### src/rtl/cell_mem.sv
// cell_mem: single-port cell storage sitting behind the cell allocator.
// After reset every word is scrubbed to INIT_VAL before o_ready rises.
// Reads return data one cycle later with a single o_valid pulse.
// Protocol errors are reported on o_error, which stays set until reset.
// Optional macro CELL_MEM_PARITY_EN adds one even-parity bit per word.
// The parity bit is checked on every read, and a mismatch also sets o_error.
module cell_mem #(
  parameter int                 DATA_SZ  = 16,
  parameter int                 ADDR_SZ  = 8,
  parameter logic [DATA_SZ-1:0] INIT_VAL = '0
) (
  input  logic               i_clk,
  input  logic               i_rst_n,
  input  logic               i_en,
  output logic               o_ready,
  input  logic               i_wr,
  input  logic               i_rd,
  input  logic [ADDR_SZ-1:0] i_addr,
  input  logic [DATA_SZ-1:0] i_data,
  output logic [DATA_SZ-1:0] o_data,
  output logic               o_valid,
  output logic               o_error
);

  localparam int DEPTH = 1 << ADDR_SZ;

  typedef enum logic {CLEAR, READY} state_t;

  state_t               state, state_nxt;
  logic [ADDR_SZ-1:0]   ptr, ptr_nxt;
  logic [DATA_SZ-1:0]   mem [DEPTH];

  logic                 rd_ok, wr_ok, proto_err, par_err;
  logic                 mem_we;
  logic [ADDR_SZ-1:0]   mem_waddr;
  logic [DATA_SZ-1:0]   mem_wdata;

  logic                 vld_p1;
  logic [DATA_SZ-1:0]   data_p1;
  logic                 err_q;

  // Next-state logic: scrub walks the pointer; the wrap out of the last word ends CLEAR
  always_comb begin
    state_nxt = state;
    ptr_nxt   = ptr;
    if (i_en && state == CLEAR) begin
      ptr_nxt = ptr + ADDR_SZ'(1);
      if (&ptr) state_nxt = READY;
    end
  end

  // Request decode: the scrub owns the write port while CLEAR, clients own it afterwards
  always_comb begin
    rd_ok     = i_en && state == READY && i_rd && !i_wr;
    wr_ok     = i_en && state == READY && i_wr && !i_rd;
    proto_err = i_en && ((i_rd && i_wr) || (state == CLEAR && (i_rd || i_wr)));
    mem_we    = (i_en && state == CLEAR) || wr_ok;
    mem_waddr = (state == CLEAR) ? ptr : i_addr;
    mem_wdata = (state == CLEAR) ? INIT_VAL : i_data;
  end

  // Storage array: no reset, because the scrub defines the contents
  always_ff @(posedge i_clk) begin
    if (mem_we) mem[mem_waddr] <= mem_wdata;
  end

`ifdef CELL_MEM_PARITY_EN
  logic par_mem [DEPTH];

  function automatic logic even_par(input logic [DATA_SZ-1:0] d);
    return ^d;
  endfunction

  // Parity sidecar: written alongside every data word, scrub included
  always_ff @(posedge i_clk) begin
    if (mem_we) par_mem[mem_waddr] <= even_par(mem_wdata);
  end

  assign par_err = rd_ok && (par_mem[i_addr] != even_par(mem[i_addr]));
`else
  assign par_err = 1'b0;
`endif

  // Control and read-response registers; o_data only changes when a read completes
  always_ff @(posedge i_clk or negedge i_rst_n) begin
    if (!i_rst_n) begin
      state   <= CLEAR;
      ptr     <= '0;
      vld_p1  <= 1'b0;
      data_p1 <= '0;
      err_q   <= 1'b0;
    end else begin
      state  <= state_nxt;
      ptr    <= ptr_nxt;
      vld_p1 <= rd_ok;
      if (rd_ok) data_p1 <= mem[i_addr];
      if (proto_err || par_err) err_q <= 1'b1;
    end
  end

  assign o_ready = (state == READY);
  assign o_valid = vld_p1;
  assign o_data  = data_p1;
  assign o_error = err_q;

endmodule
### config.mk
export PLATFORM = sky130hd
export DESIGN_NAME = cell_mem
export DESIGN_NICKNAME = d
export VERILOG_FILES = /design/src/rtl/cell_mem.sv
export SDC_FILE = /design/constraint.sdc
export NUM_CORES = 2
export LEC_CHECK = 0
export ABC_AREA = 1
export BUFFER_PORTS_ARGS = -buffer_cell sky130_fd_sc_hd__buf_2
export CORE_ASPECT_RATIO = 0.9
export CORE_MARGIN = 2
export CORE_UTILIZATION = 23
export CTS_BUF_LIST = sky130_fd_sc_hd__clkbuf_4 sky130_fd_sc_hd__clkbuf_8 sky130_fd_sc_hd__clkbuf_16
export DETAILED_ROUTE_END_ITERATION = 12
export PLACE_DENSITY = 0.36
export SYNTH_ARGS = -nofsm -noshare
export SYNTH_HDL_FRONTEND = slang
export SYNTH_SLANG_ARGS = --single-unit
### constraint.sdc
create_clock -name i_clk -period 4.55 [get_ports i_clk]
set_input_delay 0.2275 -clock i_clk [delete_from_list [all_inputs] [get_ports i_clk]]
set_output_delay 0.2275 -clock i_clk [all_outputs]
set_load 0.01 [all_outputs]
## Word level (Yosys, flattened, before mapping)

Memory sizes are Yosys's and may differ from the RTL's. A register that Yosys moved wholly into a read port is not among the register bits.
Cells that the tools add are included.

- Bits in registers: 11
- Memory bits (writable): 4,096
- Input port bits: 29
- Output and inout bits: 19
- Logic and storage cells: 27
- Memories kept: 1

Memory list:

| name | words | width | rd ports | clocked after Yosys merged registers in | write ports | line | RTL |
|---|---|---|---|---|---|---|---|
| mem | 256 | 16 | 1 | 1 | 1 | 31 | `logic [DATA_SZ-1:0] mem [DEPTH];` |

- $add $sub $neg: 1
- Muxes and demuxes: 4
- Bitwise operators: 1
- Reduce and logical (&&, ||, !) cells: 16

Operators by type and width:

| cell | number |
|---|---|
| $mux W16 | 1 |
| $logic_and A1 B1 Y1 | 9 |
| $reduce_and A9 Y1 | 1 |
| $add A8 B1 Y8 const B | 1 |
| $mux W8 | 1 |
| $logic_not A1 Y1 | 3 |
| $logic_or A1 B1 Y1 | 3 |
| $mux W1 | 2 |
| $not A1 Y1 | 1 |

## Longest topological paths before layout

- Depth in word-level cells: 6
- Mapped depth: 15
- Gate-level depth less buffers: 11

## Worst setup path after synthesis

OpenSTA, ideal clock, no wires.

- Kind: register to register
- From: register state (netlist: o_ready)
- To: memory mem[0][10], data pin
- Library setup time: 0.773 ns
- Data arrival time: 3.831 ns
- Data required time: 3.777 ns
- Setup slack: -0.054 ns
- Stages on the path, launching flop included: 6
- Buffers on the path: 3
- Clock period less this slack: 4.604 ns
- Path through: dfrtp_1 buf_2 buf_4 clkbuf_1 nand2_1 inv_1

- Cells in the longest elaborated chain, start to end: 1

RTL lines:

| element | line | RTL |
|---|---|---|
| start: declaration | 29 | `state_t state, state_nxt;` |
| start signal: assignment | 93 | `state <= state_nxt;` |
| $mux W16 | 59 | `mem_wdata = (state == CLEAR) ? INIT_VAL : i_data;` |
| via mem_wdata[10] | 36 | `logic [DATA_SZ-1:0] mem_wdata;` |
| end: declaration | 31 |  |

The timed path passes the listed nets, and every way through them passes these cells.

## Worst setup path after layout

- From: register state (netlist: o_ready)
- To: memory mem[226][3], enable pin

- Cells in the longest elaborated chain, start to end: 6
- Elaborated cells on any way between the ends: 9
- Classes of those cells: mux: 3; bitwise: 1; reduce/logical: 5

RTL lines:

| element | line | RTL |
|---|---|---|
| $logic_and A1 B1 Y1 (3 in series) | 55 | `wr_ok = i_en && state == READY && i_wr && !i_rd;` |
| $logic_or A1 B1 Y1 | 57 | `mem_we = (i_en && state == CLEAR) \|\| wr_ok;` |
| $mux W1 | 64 | `if (mem_we) mem[mem_waddr] <= mem_wdata;` |
| $mux W1 (implied by the code) | 64 |  |

Several ways; a longest one is shown, not always the timed one.

==> impl_metrics.csv <==
group,metric,value,unit
min_path,hold_path_class,"in -> reg",
timing,finalClockSkew,0.137,ns
synth,ys_top_cells_by_area,"edfxtp_1 (74%), nand3_1 (12%), nand2_1 (9.4%), buf_2 (1.7%), buf_4 (0.70%)",
synth,syn_area,0.167,mm²
die,num_rows,296,
die,initial_core_util,0.231,
global_route,grt_use_total,0.164,
synth,synth_compound_area_frac,0.000556,
finish,fill_cells,74600,
setup_path,r2r-end,"mem[226][3]",
global_route,met1_usage,0.239,
cts,cts_tree,"built",
global_route,grt_pass1_wl,866000,µm
cts,cts_made_buffers,450,
timing,rsz0062_at_grt,"no",
synth,synth_mux_area_frac,0,
power,peakVddDrop,0.369,mV
timing,setup_violations,0,
min_path,hold_path_end,"mem[99][10]",
global_route,busiest_layer,"met2",
power,internal-power,63.8,mW
synth,yosys.area.top_type,"edfxtp_1",
power,p_leak,66.6,nW
route,drt-wirelength-per-cell,26.0,µm
placement,place.gp.congestion,0.767,
power,p_comb_frac,0.065,
setup_path,path_class,"reg -> reg",
timing,fin_crit,3.46,ns
setup_path,worstSetupStartpointType,"register",
die,die_area,0.731,mm²
timing,drv_slew,0,
cts,cts.sinks,4123,
synth,synthXorXnorAreaFrac,0.000368,
synth,yosys_warnings,0,
setup_path,r2r_slack,1.09,ns
synth,mappedNetlistNets,13752,
global_route,use_met3,0.0179,
global_route,grt.met2_usage,0.264,
placement,dpl_cell_area,0.181,mm²
synth,synthCells,13722,
global_route,grt_pass1_vias,103764,
synth,synth_fa_ha_area_frac,0.0000751,
synth,syn_avg_cell_area,12.1,µm²
route,dr.pass1.iters,5,
timing,slew_headroom,0.123,
power,clkPwrFrac,0.437,
timing,clock.fmax,289,MHz
min_path,hold_path_startpoint,"i_data[10]",
synth,synth_top_area_share,0.738,
setup_path,required,5.28,ns
synth,synth_top_family_by_area,"simple AND/OR/NAND/NOR gates",
setup_path,reg2reg_from,"o_ready",
power,p_sw_frac,0.242,
power,power_switching,20.4,mW
placement,dp_hpwl,359000,µm
global_route,overflow,0,
cts,worstSkewPairLatency,1.09,ns
cts,htree_num_levels,5,
cts,clockRootBuffer,"clkbuf_16",
die,io_pins,48,
global_route,grt_start_max_net_pins,141,
finish,fin_nets,13956,
finish,final_design_area_no_fill,0.195,mm²
power,p_seq_frac,0.497,
run,maxCapViolCount,0,
min_path,hold_depth,3,
global_route,antenna_found_initial,43,
timing,fin_tns_setup,0,ns
synth,ys_ff_latch,4123,
synth,synthSimpleGateAreaFrac,0.224,
timing,finalHoldViolations,0,
setup_path,ff2ff_path_depth,7,
route,route.antenna.remaining_nets,0,
timing,period_share,0.761,
finish,drive_above_1_share,0.109,
placement,place.port_buffers,47,
cts,clkSlewWorstSetupHoldPaths,0.07,ns
power,powerDensity,431,mW/mm²
synth,yosysSeqAreaShare,0.742,
route,drt_wl_total,619000,µm
die,die_h,811,µm
run_status,outcome,"finished, final reports clean",
route,drtIter0Drc,10443,
route,vias_per_cell,4.51,
timing,tightest_slew,1.31,ns
die,coreArea,0.722,mm²
synth,synth_cell_types,30,
setup_path,cp_max_fo,20,
setup_path,crit_path_end_kind,"register",
finish,syn_to_final_growth,17.3,%
die,die_x,901,µm
route,num_vias,107627,
setup_path,cp_data_arrival_time,4.19,ns
cts,cts.path.max_buffers,4,
route,drc,0,
## cell families (layout without fill, tap and decap cells)
logic type,after synthesis,count (layout)
flops,4123,4123
buf+inv,1011,1589
xor+xnor,7,7
simple gates,8566,8566
other cells,0,23
fa+ha+maj,1,1
compound gates,14,14
## critical path, cell delays in order, from the launching register on
cell     delay, ns
dfrtp_2       0.64
nand2_1       0.10
o21ai_1       0.20
inv_1         0.10
nor2_1        0.28
nand2_1       0.61
nor2_1        0.75
buf_4         0.40
## cell usage after synthesis, drive strengths merged
cell type	instances
buf	825
a21oi	3
a31oi	1
edfxtp	4096
nand4	1
clkbuf	118
inv	68
nor2	291
nor3	3
ha	1
dfrtp	27
o21ai	9
o21bai	1
nor4	1
xor2	7
nand3	4082
nand2	4188
## per-stage QoR
step	hold WS (ns)	total power, mW	instances	util	setup WS (ns)
after floorplan	-0.0681	45.6	13722	-	0.253
after global placement	0.435	48.3	22987	0.250	0.603
after detailed placement	0.434	48.2	22987	0.250	0.601
after CTS	0.0319	85.2	23836	0.271	1.06
after global routing	0.0925	86.9	23838	0.271	0.915
final	0.112	84.1	23859	0.271	1.09
## sequential cells by signal, summed over array words and instances (netlist names)
register,cells
mem,4096
o_data,16
o_error,1
o_ready,1
o_valid,1
ptr,8
## placed cells by master, fill, tap and decap left out, drive strengths merged, types with 7 or more instances in the layout
cell type,count
diode,23
edfxtp,4096
dfrtp,27
bufinv,32
nand3,4082
clkbuf,563
inv,69
clkinv,215
clkinvlp,15
xor2,7
nand2,4188
o21ai,9
buf,673
dlygate4sd3,22
nor2,291
## power by group through the flow
stage | Sequential, mW | Combinational [mW] | Clock (mW)
3_5_place_dp | 42.7 | 5.57 | 0
3_3_place_gp | 42.7 | 5.59 | 0
5_1_grt | 41.8 | 5.91 | 39.1
6_report | 41.9 | 5.49 | 36.8
4_1_cts | 41.9 | 5.60 | 37.7
2_1_floorplan | 42.7 | 2.83 | 0
## layer usage
layer / up-vias / part of all wire
li1: 49503 / -
met1: 55032 / 0.47
met2: 2454 / 0.46
met3: 634 / 0.043
met4: 4 / 0.018
met5: - / 0.000044
## worst max-delay path by stage
stage,from,end,slack [ns],cells after the start
5_1_grt,o_ready,mem[226][0],0.92,7
4_1_cts,o_ready,mem[139][15],1.06,9
3_3_place_gp,i_addr[0],o_data[10],0.60,13
6_report,o_ready,mem[226][3],1.09,7
2_1_floorplan,o_ready,mem[0][0],0.25,4
3_5_place_dp,i_addr[0],o_data[10],0.60,13
## final cells by class
class                   count  area, µm²  share of cell area
flip-flops and latches   4123     124000               0.633
inverters                  68        403             0.00206
repair buffers            695       6960              0.0356
multi-input cells        8588      37900               0.194
clock buffers             563      12200              0.0623
diodes                     23       57.6            0.000294
clock inverters           263       2360              0.0121
well taps                9536      11900              0.0610
## timing repair
| action | 4_1_cts | 5_1_grt |
|---|---|---|
| buffers inserted | 0 | 0 |
| hold buffers | 23 | 0 |
| hold endpoints to repair | 327 | 0 |
| resized for setup | 0 | 0 |
(Power assumes the default switching activity.)
